==> config.mk <==
export PLATFORM = sky130hd
export DESIGN_NAME = vga_timing_ctrl
export DESIGN_NICKNAME = d
export VERILOG_FILES = /design/src/rtl/vga_timing_ctrl.sv
export SDC_FILE = /design/constraint.sdc
export NUM_CORES = 1
export LEC_CHECK = 0
export BUFFER_PORTS_ARGS = -buffer_cell sky130_fd_sc_hd__buf_4
export CORE_MARGIN = 8
export CORE_UTILIZATION = 58
export CTS_CLUSTER_SIZE = 24
export DETAILED_ROUTE_END_ITERATION = 12
export PLACE_DENSITY_LB_ADDON = 0.3
export SLEW_MARGIN = 25
export SYNTH_ARGS = -nofsm -noshare
export SYNTH_HDL_FRONTEND = slang
export SYNTH_SLANG_ARGS = --single-unit
export TNS_END_PERCENT = 30
==> constraint.sdc <==
create_clock -name clk -period 3.24 [get_ports clk]
set_input_delay 0.324 -clock clk [delete_from_list [all_inputs] [get_ports clk]]
set_output_delay 0.324 -clock clk [all_outputs]
set_load 0.01 [all_outputs]
==> src/rtl/vga_timing_ctrl.sv <==
// Raster sequencer for 800x600@60: h/v counters, phase FSMs and registered sync/de/strobe outputs.
// Optional VGA_FRAME_COUNT_EN adds an 8-bit frame_count output.
module vga_timing_ctrl #(
    parameter int   H_ACTIVE   = 800,
    parameter int   H_FRONT    = 40,
    parameter int   H_SYNC     = 128,
    parameter int   H_BACK     = 88,
    parameter int   V_ACTIVE   = 600,
    parameter int   V_FRONT    = 1,
    parameter int   V_SYNC     = 4,
    parameter int   V_BACK     = 23,
    parameter logic H_SYNC_POL = 1'b1,
    parameter logic V_SYNC_POL = 1'b1
) (
    input  logic        clk,
    input  logic        rst,
    input  logic        en,
    output logic [10:0] x,
    output logic [9:0]  y,
    output logic        de,
    output logic        hsync,
    output logic        vsync,
    output logic        line_start,
    output logic        frame_start,
    output logic [1:0]  hphase,
    output logic [1:0]  vphase
`ifdef VGA_FRAME_COUNT_EN
    ,
    output logic [7:0]  frame_count
`endif
);

    localparam int H_TOTAL = H_ACTIVE + H_FRONT + H_SYNC + H_BACK;
    localparam int V_TOTAL = V_ACTIVE + V_FRONT + V_SYNC + V_BACK;

    localparam logic [10:0] H_LAST     = 11'(H_TOTAL - 1);
    localparam logic [10:0] H_FP_START = 11'(H_ACTIVE);
    localparam logic [10:0] H_SY_START = 11'(H_ACTIVE + H_FRONT);
    localparam logic [10:0] H_BP_START = 11'(H_ACTIVE + H_FRONT + H_SYNC);
    localparam logic [9:0]  V_LAST     = 10'(V_TOTAL - 1);
    localparam logic [9:0]  V_FP_START = 10'(V_ACTIVE);
    localparam logic [9:0]  V_SY_START = 10'(V_ACTIVE + V_FRONT);
    localparam logic [9:0]  V_BP_START = 10'(V_ACTIVE + V_FRONT + V_SYNC);

    typedef enum logic [1:0] {
        PH_ACTIVE = 2'd0,
        PH_FRONT  = 2'd1,
        PH_SYNC   = 2'd2,
        PH_BACK   = 2'd3
    } phase_e;

    logic [10:0] h_q, h_d, h_inc, x_q, x_d;
    logic [9:0]  v_q, v_d, v_inc, y_q, y_d;
    phase_e      hst_q, hst_d, vst_q, vst_d;
    logic        de_q, de_d, hsync_q, hsync_d, vsync_q, vsync_d;
    logic        ls_q, ls_d, fs_q, fs_d;
    logic [1:0]  hph_q, hph_d, vph_q, vph_d;
`ifdef VGA_FRAME_COUNT_EN
    logic [7:0]  fc_q, fc_d;
`endif

    always_ff @(posedge clk) begin
        if (rst) begin
            h_q     <= '0;
            v_q     <= '0;
            hst_q   <= PH_ACTIVE;
            vst_q   <= PH_ACTIVE;
            x_q     <= '0;
            y_q     <= '0;
            de_q    <= 1'b0;
            hsync_q <= ~H_SYNC_POL;
            vsync_q <= ~V_SYNC_POL;
            ls_q    <= 1'b0;
            fs_q    <= 1'b0;
            hph_q   <= PH_ACTIVE;
            vph_q   <= PH_ACTIVE;
`ifdef VGA_FRAME_COUNT_EN
            fc_q    <= '0;
`endif
        end else begin
            h_q     <= h_d;
            v_q     <= v_d;
            hst_q   <= hst_d;
            vst_q   <= vst_d;
            x_q     <= x_d;
            y_q     <= y_d;
            de_q    <= de_d;
            hsync_q <= hsync_d;
            vsync_q <= vsync_d;
            ls_q    <= ls_d;
            fs_q    <= fs_d;
            hph_q   <= hph_d;
            vph_q   <= vph_d;
`ifdef VGA_FRAME_COUNT_EN
            fc_q    <= fc_d;
`endif
        end
    end

    always_comb begin
        h_d     = h_q;
        v_d     = v_q;
        hst_d   = hst_q;
        vst_d   = vst_q;
        x_d     = x_q;
        y_d     = y_q;
        de_d    = de_q;
        hsync_d = hsync_q;
        vsync_d = vsync_q;
        ls_d    = ls_q;
        fs_d    = fs_q;
        hph_d   = hph_q;
        vph_d   = vph_q;
        h_inc   = h_q + 11'd1;
        v_inc   = v_q + 10'd1;
`ifdef VGA_FRAME_COUNT_EN
        fc_d    = fc_q;
`endif
        if (en) begin
            // Outputs present the counter/phase values from before this edge's advance.
            x_d     = h_q;
            y_d     = v_q;
            hph_d   = hst_q;
            vph_d   = vst_q;
            de_d    = (hst_q == PH_ACTIVE) && (vst_q == PH_ACTIVE);
            hsync_d = (hst_q == PH_SYNC) ? H_SYNC_POL : ~H_SYNC_POL;
            vsync_d = (vst_q == PH_SYNC) ? V_SYNC_POL : ~V_SYNC_POL;
            ls_d    = (h_q == '0);
            fs_d    = (h_q == '0) && (v_q == '0);
`ifdef VGA_FRAME_COUNT_EN
            if ((h_q == '0) && (v_q == '0))
                fc_d = fc_q + 8'd1;
`endif
            if (h_q == H_LAST) begin
                h_d   = '0;
                hst_d = PH_ACTIVE;
                if (v_q == V_LAST) begin
                    v_d   = '0;
                    vst_d = PH_ACTIVE;
                end else begin
                    v_d = v_inc;
                    if (v_inc == V_FP_START)
                        vst_d = PH_FRONT;
                    else if (v_inc == V_SY_START)
                        vst_d = PH_SYNC;
                    else if (v_inc == V_BP_START)
                        vst_d = PH_BACK;
                end
            end else begin
                h_d = h_inc;
                if (h_inc == H_FP_START)
                    hst_d = PH_FRONT;
                else if (h_inc == H_SY_START)
                    hst_d = PH_SYNC;
                else if (h_inc == H_BP_START)
                    hst_d = PH_BACK;
            end
        end
    end

    assign x           = x_q;
    assign y           = y_q;
    assign de          = de_q;
    assign hsync       = hsync_q;
    assign vsync       = vsync_q;
    assign line_start  = ls_q;
    assign frame_start = fs_q;
    assign hphase      = hph_q;
    assign vphase      = vph_q;
`ifdef VGA_FRAME_COUNT_EN
    assign frame_count = fc_q;
`endif

endmodule
==> results.yml, run 1 <==
pwr:
  switching_power_uw: 264
  leakagePower_uw: 0.00125
  peakVddDrop_uv: 301
  power-per-cell-area_mw_per_mm2: 394
  combinationalPowerShare_pct: 4.8
  power_frac_clock_pct: 38.7
  share_seq_of_total_power_pct: 56.4
  cell_internal_pwr_uw: 954
  power_switching_share_pct: 21.7
global_routing:
  globalRouteTotalUtil_pct: 17.1
  grt_start_max_net_pins: 57
  grt_first_pass_wirelength_mm: 10.4
  number_of_antenna_violations_at_the_first_check_in_global_routing: 0
  grt_overflow_total: 0
  via_count_of_the_first_global_routing_pass: 2159
sta:
  max_freq_mhz: 399
  setup_tns_ns: 0
  slew-limit-headroom_pct: 62.9
  finalCriticalPeriod_ns: 2.51
  drv_slew: 0
  fin_crit_sh_pct: 77.4
  timing_worst_slew_pin_value_ns: 0.556
  grt_setup_unrepaired: "false"
  final.setup_skew_ns: 0.00750
  finalSetupViolCount: 0
  worst_slack_ns: 0.734
  hold_viol_final: 0
route:
  totalWireLength_mm: 5.99
  first_iter_violations: 203
  drt-vias-per-instance: 5.96
  routed-via-count: 2394
  drc: 0
  detail-route-antenna-nets: 0
  routedWlPerCell_um: 14.9
  drt-pass1-iter-count: 5
logic_synthesis:
  post-synth-top-area-fraction_pct: 39.8
  syn_area_per_cell_um2: 8.31
  synth.yosys.seq_area_share_pct: 39.8
  yosysTopAreaCell: "dfxtp_1"
  synth.distinct_cells: 46
  synthArstFlopShare_pct: 0
  synthesis.yosys.warnings: 0
  synth_area_mm2: 0.00277
  syn-num-nets: 342
  post_synth_inst_count: 333
  number_of_flops_mapped_to_enable_cells_by_yosys: 0
  synthFlopType: "dfxtp_1"
  ys_top_cells_by_area: "dfxtp_1 40%, mux2i_1 9.0%, nor2_1 6.5%"
  ys_ff_latch: 55
floorplan:
  die_h_um: 85.1
  row_count: 25
  floorplan.initialDensity_pct: 59.4
  die-area_mm2: 0.00724
  io_pins: 33
  placeableCoreArea_mm2: 0.00466
  die_width_um: 85.1
clock_network:
  post_cts_buffers: 0
  cts-root-buf: "clkbuf_8"
  cts_resized: 0
  cts_sinks: 55
  path_clk_slew_ns: 0.10
  cts_made_buffers: 5
  htree_num_levels: 2
  cts_hold_buffers: 0
  worst_skew_pair.late_latency_ns: 0.31
  worst_case_clock_buffer_depth: 2
  cts_tree: "done"
flow_run:
  max-cap-violations: 0
run_status:
  result_of_the_run: "finished, final reports clean"
cells_and_area:
  area.growth.synth_to_final_pct: 11.8
  layout_commonest_cell: "dfxtp_1"
  layout.cells.most_common_list: "55 x dfxtp_1, 48 x nor2_1, 34 x buf_4"
  n_antenna_cell: 0
  fillers: 391
  final_layout_size_suffix_gt1_share_pct: 13.5
  finish.net_count: 356
setup_path:
  crit_path_start_kind: "flip-flop"
  r2r_start: "v_q[0]"
  worst_r2r_endpoint: "vst_q[0]"
  worstPathArrival_ns: 2.76
  launching_element_of_the_worst_setup_path: "v_q[0]"
  timing.setup.critical_path_class: "flip-flop to flip-flop"
  critical_path_required_ns: 3.50
  worst-r2r-setup-slack_ns: 0.73
  cp-endpoint: "vst_q[0]"
  r2r.worst_path.cells: 7
  worstSetupEndpointType: "flip-flop"
  worstPathMaxFanout: 9
placement:
  finalWeightedCongestion: 0.848
  dpl.hpwl_mm: 4.02
  placement.setup.worst_slack_ns: 0.815
  port-buffer-count: 32
worst_hold_path:
  hold_class: "primary input to flip-flop"
-- power groups by stage --
stage / registers, uW / clock network (uW) / logic [uW]
2_1_floorplan: 704 / 0 / 41.3
3_5_place_dp: 703 / 0 / 59.1
6_report: 687 / 472 / 58.9
3_3_place_gp: 703 / 0 / 58.4
5_1_grt: 688 / 502 / 65.8
4_1_cts: 687 / 480 / 59.6
-- synthesized netlist by cell type (all sizes together), types with 3 or more instances --
library cell,instances
a21oi,25
nor4,5
xnor2,3
and3,8
nand2b,3
xor2,8
and4,4
a31oi,5
nor3,5
buf,6
a211oi,3
inv,7
nor2b,3
dfxtp,55
clkbuf,21
or3,4
nand3,13
ha,6
nand2,21
mux2i,25
nor2,48
o211ai,3
nand3b,6
o21ai,11
and2,4
nand4,9
-- registers in the layout, indices dropped and copies added (netlist names) --
signal / flops
de: 1
frame_start: 1
h_q: 11
hphase: 2
hst_q: 2
hsync: 1
line_start: 1
v_q: 10
vphase: 2
vst_q: 2
vsync: 1
x: 11
y: 10
-- critical path: stages (launching register included) --
cell,delay [ns]
dfxtp_1,0.48
ha_1,0.38
and4_1,0.31
nor3b_1,0.21
o211ai_1,0.12
a221o_1,0.39
or4b_1,0.48
nand3_1,0.09
-- metal layers --
| layer | track usage (%) | share of wire, % | up-vias |
|---|---|---|---|
| met5 | 0 | 0 | - |
| met4 | 5.66 | 1.2 | 0 |
| met3 | 4.44 | 5.9 | 6 |
| met2 | 24.3 | 41 | 83 |
| met1 | 24.1 | 52 | 1100 |
| li1 | - | - | 1205 |
-- area by class of cell --
cell class,count,area [um2],share of cell area (%)
clock inverters,2,35.0,1.13
repair buffers,34,255,8.25
multi-input cells,243,1520,49.2
inverters,8,30.0,0.970
flip-flops and latches,55,1100,35.6
well taps,54,67.6,2.18
clock buffers,6,82.6,2.67
-- kinds of logic after synthesis --
kind of cell,count (synthesis),share of synthesized area (%)
buf+inv,35,5.20
xor+xnor,11,3.48
flops,55,39.8
simple gates,145,27.8
fa+ha+maj,6,2.71
compound gates,56,12.0
mux,25,9.04
-- through the flow --
step / instances / hold WS (ns) / util, % / instance area (um2) / total power [uW]
2_1_floorplan: 333 / 0.485 / - / 2770 / 745
3_3_place_gp: 394 / 0.448 / 63.9 / 2980 / 761
3_5_place_dp: 394 / 0.456 / 63.9 / 2980 / 762
4_1_cts: 402 / 0.423 / 66.4 / 3090 / 1230
5_1_grt: 402 / 0.437 / 66.4 / 3090 / 1260
6_report: 402 / 0.428 / 66.4 / 3090 / 1220
-- worst min-delay path by stage --
stage | startpoint | to | slack [ns] | cells past startpoint
CTS | en | h_q[3] | 0.42 | 3
floorplan | hst_q[1] | hsync | 0.48 | 2
detailed placement | hsync | hsync | 0.46 | 2
global placement | hsync | hsync | 0.45 | 2
global route | en | h_q[1] | 0.44 | 3
finish | en | h_q[3] | 0.43 | 3
Note: power is estimated with default switching activity, not from simulation.
==> run 2: changes to the inputs <==
--- a/config.mk
+++ b/config.mk
@@ -5,9 +5,10 @@
 export SDC_FILE = /design/constraint.sdc
 export NUM_CORES = 1
 export LEC_CHECK = 0
+export ABC_AREA = 1
 export BUFFER_PORTS_ARGS = -buffer_cell sky130_fd_sc_hd__buf_4
 export CORE_MARGIN = 8
-export CORE_UTILIZATION = 58
+export CORE_UTILIZATION = 52
 export CTS_CLUSTER_SIZE = 24
 export DETAILED_ROUTE_END_ITERATION = 12
 export PLACE_DENSITY_LB_ADDON = 0.3
==> constraint.sdc (replaced) <==
create_clock -name clk -period 2 [get_ports clk]
set_input_delay 0.2 -clock clk [delete_from_list [all_inputs] [get_ports clk]]
set_output_delay 0.2 -clock clk [all_outputs]
set_load 0.01 [all_outputs]
==> run 2 against run 1 <==
Compared with the run above: flip-flop and latch count did not move; non-clock buffer count rose by 6; die area grew 8.1%; design area increased by 2.5%; final cell count up 26%; wire length up 14%; power grew 63%; clock-buffer cell count grew 2; critical path type unchanged; largest cell class unchanged; highest routed layer unchanged.
==> results.yml, run 2 <==
run_status:
  result_of_the_run: "finished, final reports clean"
worst_hold_path:
  hold_class: "primary input to flip-flop"
  worst_hold_startpoint: "rst"
  capture_endpoint_of_the_worst_hold_path: "h_q[5]"
  worst_hold_path.num_cells: 2
placement:
  finalWeightedCongestion: 0.945
  port-buffer-count: 32
  placement.setup.worst_slack_ns: 0.116
  dpl.hpwl_mm: 4.98
  detailed_place.area_mm2: 0.00306
sta:
  final.setup_skew_ns: 0.0148
  hold_viol_final: 0
  setup_tns_ns: 0
  finalSetupViolCount: 0
  slew-limit-headroom_pct: 74.1
  max_freq_mhz: 546
  fin_crit_sh_pct: 91.6
  worst_slack_ns: 0.167
  finalCriticalPeriod_ns: 1.83
  drv_slew: 0
  grt_setup_unrepaired: "false"
  timing_worst_slew_pin_value_ns: 0.387
setup_path:
  worst_r2r_endpoint: "vst_q[0]"
  worstSetupEndpointType: "flip-flop"
  r2r_start: "v_q[0]"
  crit_path_start_kind: "flip-flop"
  crit_family: "simple AND/OR/NAND/NOR gates"
  master_of_the_slowest_instance_on_the_critical_path: "dfxtp_2"
  cpMostUsedCell: "nand2_1"
  cp_num_buf_inv: 0
  cp_max_stage_delay_ns: 0.41
  critical_path_required_ns: 2.18
  worstPathMaxFanout: 7
  r2r.worst_path.cells: 12
  worst-r2r-setup-slack_ns: 0.17
  worstPathArrival_ns: 2.02
  critical_path.cell_chain: "ha_2 -> nand2_1 -> nor2_2 -> nand2_1 -> nand2_1 -> nand2_1 -> nor2_1 -> nand3_1 -> nand3_1 -> nand2_1 -> nand2_1 -> a21oi_1"
  timing.setup.critical_path_class: "flip-flop to flip-flop"
clock_network:
  cts_made_buffers: 5
  worst_case_clock_buffer_depth: 2
  htree_num_levels: 2
  cts_sinks: 55
  cts_tree: "done"
  cts_hold_buffers: 0
  cts_resized: 0
  path_clk_slew_ns: 0.10
  post_cts_buffers: 0
  worst_skew_pair.late_latency_ns: 0.32
  cts-root-buf: "clkbuf_8"
cells_and_area:
  postLayoutCellArea_mm2: 0.00317
  multi_input_area_mm2: 0.00140
  n_antenna_cell: 0
  fillers: 519
  final_layout_size_suffix_gt1_share_pct: 18.9
  layout.cells.most_common_list: "97 x nand2_1, 51 x dfxtp_1, 49 x a21oi_1"
  area.sequential_mm2: 0.00111
  layout_commonest_cell: "nand2_1"
  area.growth.synth_to_final_pct: 16.1
  finish.net_count: 443
floorplan:
  io_pins: 33
  placeableCoreArea_mm2: 0.00507
  die_width_um: 88.5
  die_h_um: 88.5
  floorplan.initialDensity_pct: 53.8
  row_count: 26
  die-area_mm2: 0.00783
global_routing:
  globalRouteTotalUtil_pct: 18.4
  grt_overflow_total: 0
  grt_start_max_net_pins: 32
  grt_first_pass_wirelength_mm: 11.6
  number_of_antenna_violations_at_the_first_check_in_global_routing: 0
  via_count_of_the_first_global_routing_pass: 2472
logic_synthesis:
  syn-num-nets: 411
  synthFlopType: "dfxtp_1"
  ys_ff_latch: 55
  syn_area_per_cell_um2: 6.79
  synthArstFlopShare_pct: 0
  synth_common_cells: "98 x nand2_1, 55 x dfxtp_1, 49 x a21oi_1, 42 x inv_1, 37 x nor2_1"
  number_of_flops_mapped_to_enable_cells_by_yosys: 0
  post-synth-top-area-fraction_pct: 40.3
  ys_top_cells_by_area: "dfxtp_1 40%, nand2_1 13%, a21oi_1 9.0%"
  synth.distinct_cells: 26
  synth_area_mm2: 0.00273
  synth.yosys.seq_area_share_pct: 40.3
  post_synth_inst_count: 402
  most_common_cell_in_the_netlist: "nand2_1"
  yosysTopAreaCell: "dfxtp_1"
  synthesis.yosys.warnings: 0
pwr:
  power_frac_clock_pct: 34.0
  power-per-cell-area_mw_per_mm2: 628
  report.power.total_uw: 1990
  power_switching_share_pct: 24.0
  switching_power_uw: 477
  leakagePower_uw: 0.00133
  share_seq_of_total_power_pct: 57.5
  cell_internal_pwr_uw: 1510
  peakVddDrop_uv: 349
  combinationalPowerShare_pct: 8.5
route:
  routedWlPerCell_um: 13.5
  drt-vias-per-instance: 5.21
  drt-pass1-iter-count: 4
  routed-via-count: 2633
  detail-route-antenna-nets: 0
  totalWireLength_mm: 6.84
  first_iter_violations: 125
  drc: 0
flow_run:
  max-cap-violations: 0
[run 2: changes by cell type in the layout (fill, tap and decap cells not counted), sizes merged, moves of 18 or more]
cell / previous run / this run
nand2: 21 / 107
inv: 7 / 45
a21oi: 25 / 50
mux2i: 25 / 0
nand3: 13 / 31
o21ai: 11 / 29
[run 2: stage by stage]
stage	instances	utilization (%)	hold slack, ns
finish	505	62.5	0.269
global route	505	62.5	0.286
CTS	505	62.2	0.271
detailed placement	497	60.3	0.455
global placement	497	60.3	0.448
floorplan	402	-	0.423
[run 2: layer usage]
metal,vias to the layer above,wire length (um),GRT usage (%)
li1,1356,-,-
met1,1208,3320,24.5
met2,58,3060,29.3
met3,11,362,3.06
met4,0,91,6.14
met5,-,0,0
[run 2: layout make-up]
type / instances / share of cell area [%]
Timing Repair Buffer: 40 / 9.47
Clock buffer: 8 / 3.16
Multi-Input combinational cell: 286 / 44.3
Sequential cell: 55 / 34.9
Tap cell: 70 / 2.76
Inverter: 46 / 5.45
[run 2: worst max path at each step]
stage,startpoint,end,slack [ns],cells after the start
final,v_q[0],vst_q[0],0.17,12
after global routing,v_q[2],vst_q[0],0.01,11
after CTS,v_q[0],vst_q[0],0.09,12
after detailed placement,v_q[0],vst_q[0],0.12,12
after global placement,v_q[0],vst_q[0],0.19,12
after floorplan,v_q[0],vst_q[0],0.34,12
[run 2: power groups by stage]
stage	clock network, uW	registers (uW)	logic, uW
2_1_floorplan	0	1180	76.9
3_3_place_gp	0	1170	169
3_5_place_dp	0	1170	172
4_1_cts	686	1140	173
5_1_grt	721	1150	189
6_report	677	1140	170
[run 2: kinds of logic (layout without fill, tap and decap cells)]
logic type	Yosys count	in the layout	share of synthesized area, %
AND/OR/NAND/NOR	197	197	32.6
AO/OA/AOI/OAI	82	82	15.5
buffers and inverters	61	94	8.57
flip-flops	55	55	40.3
adder cells (fa/ha/maj)	6	6	2.75
XOR/XNOR	1	1	0.321
[run 2: worst reg2reg max path: stages (launching register included)]
cell and delay (ns):
dfxtp_2 0.41, ha_2 0.24, nand2_1 0.09, nor2_2 0.16
nand2_1 0.11, nand2_1 0.07, nand2_1 0.06, nor2_1 0.16
nand3_1 0.12, nand3_1 0.12, nand2_1 0.07, nand2_1 0.06
a21oi_1 0.05
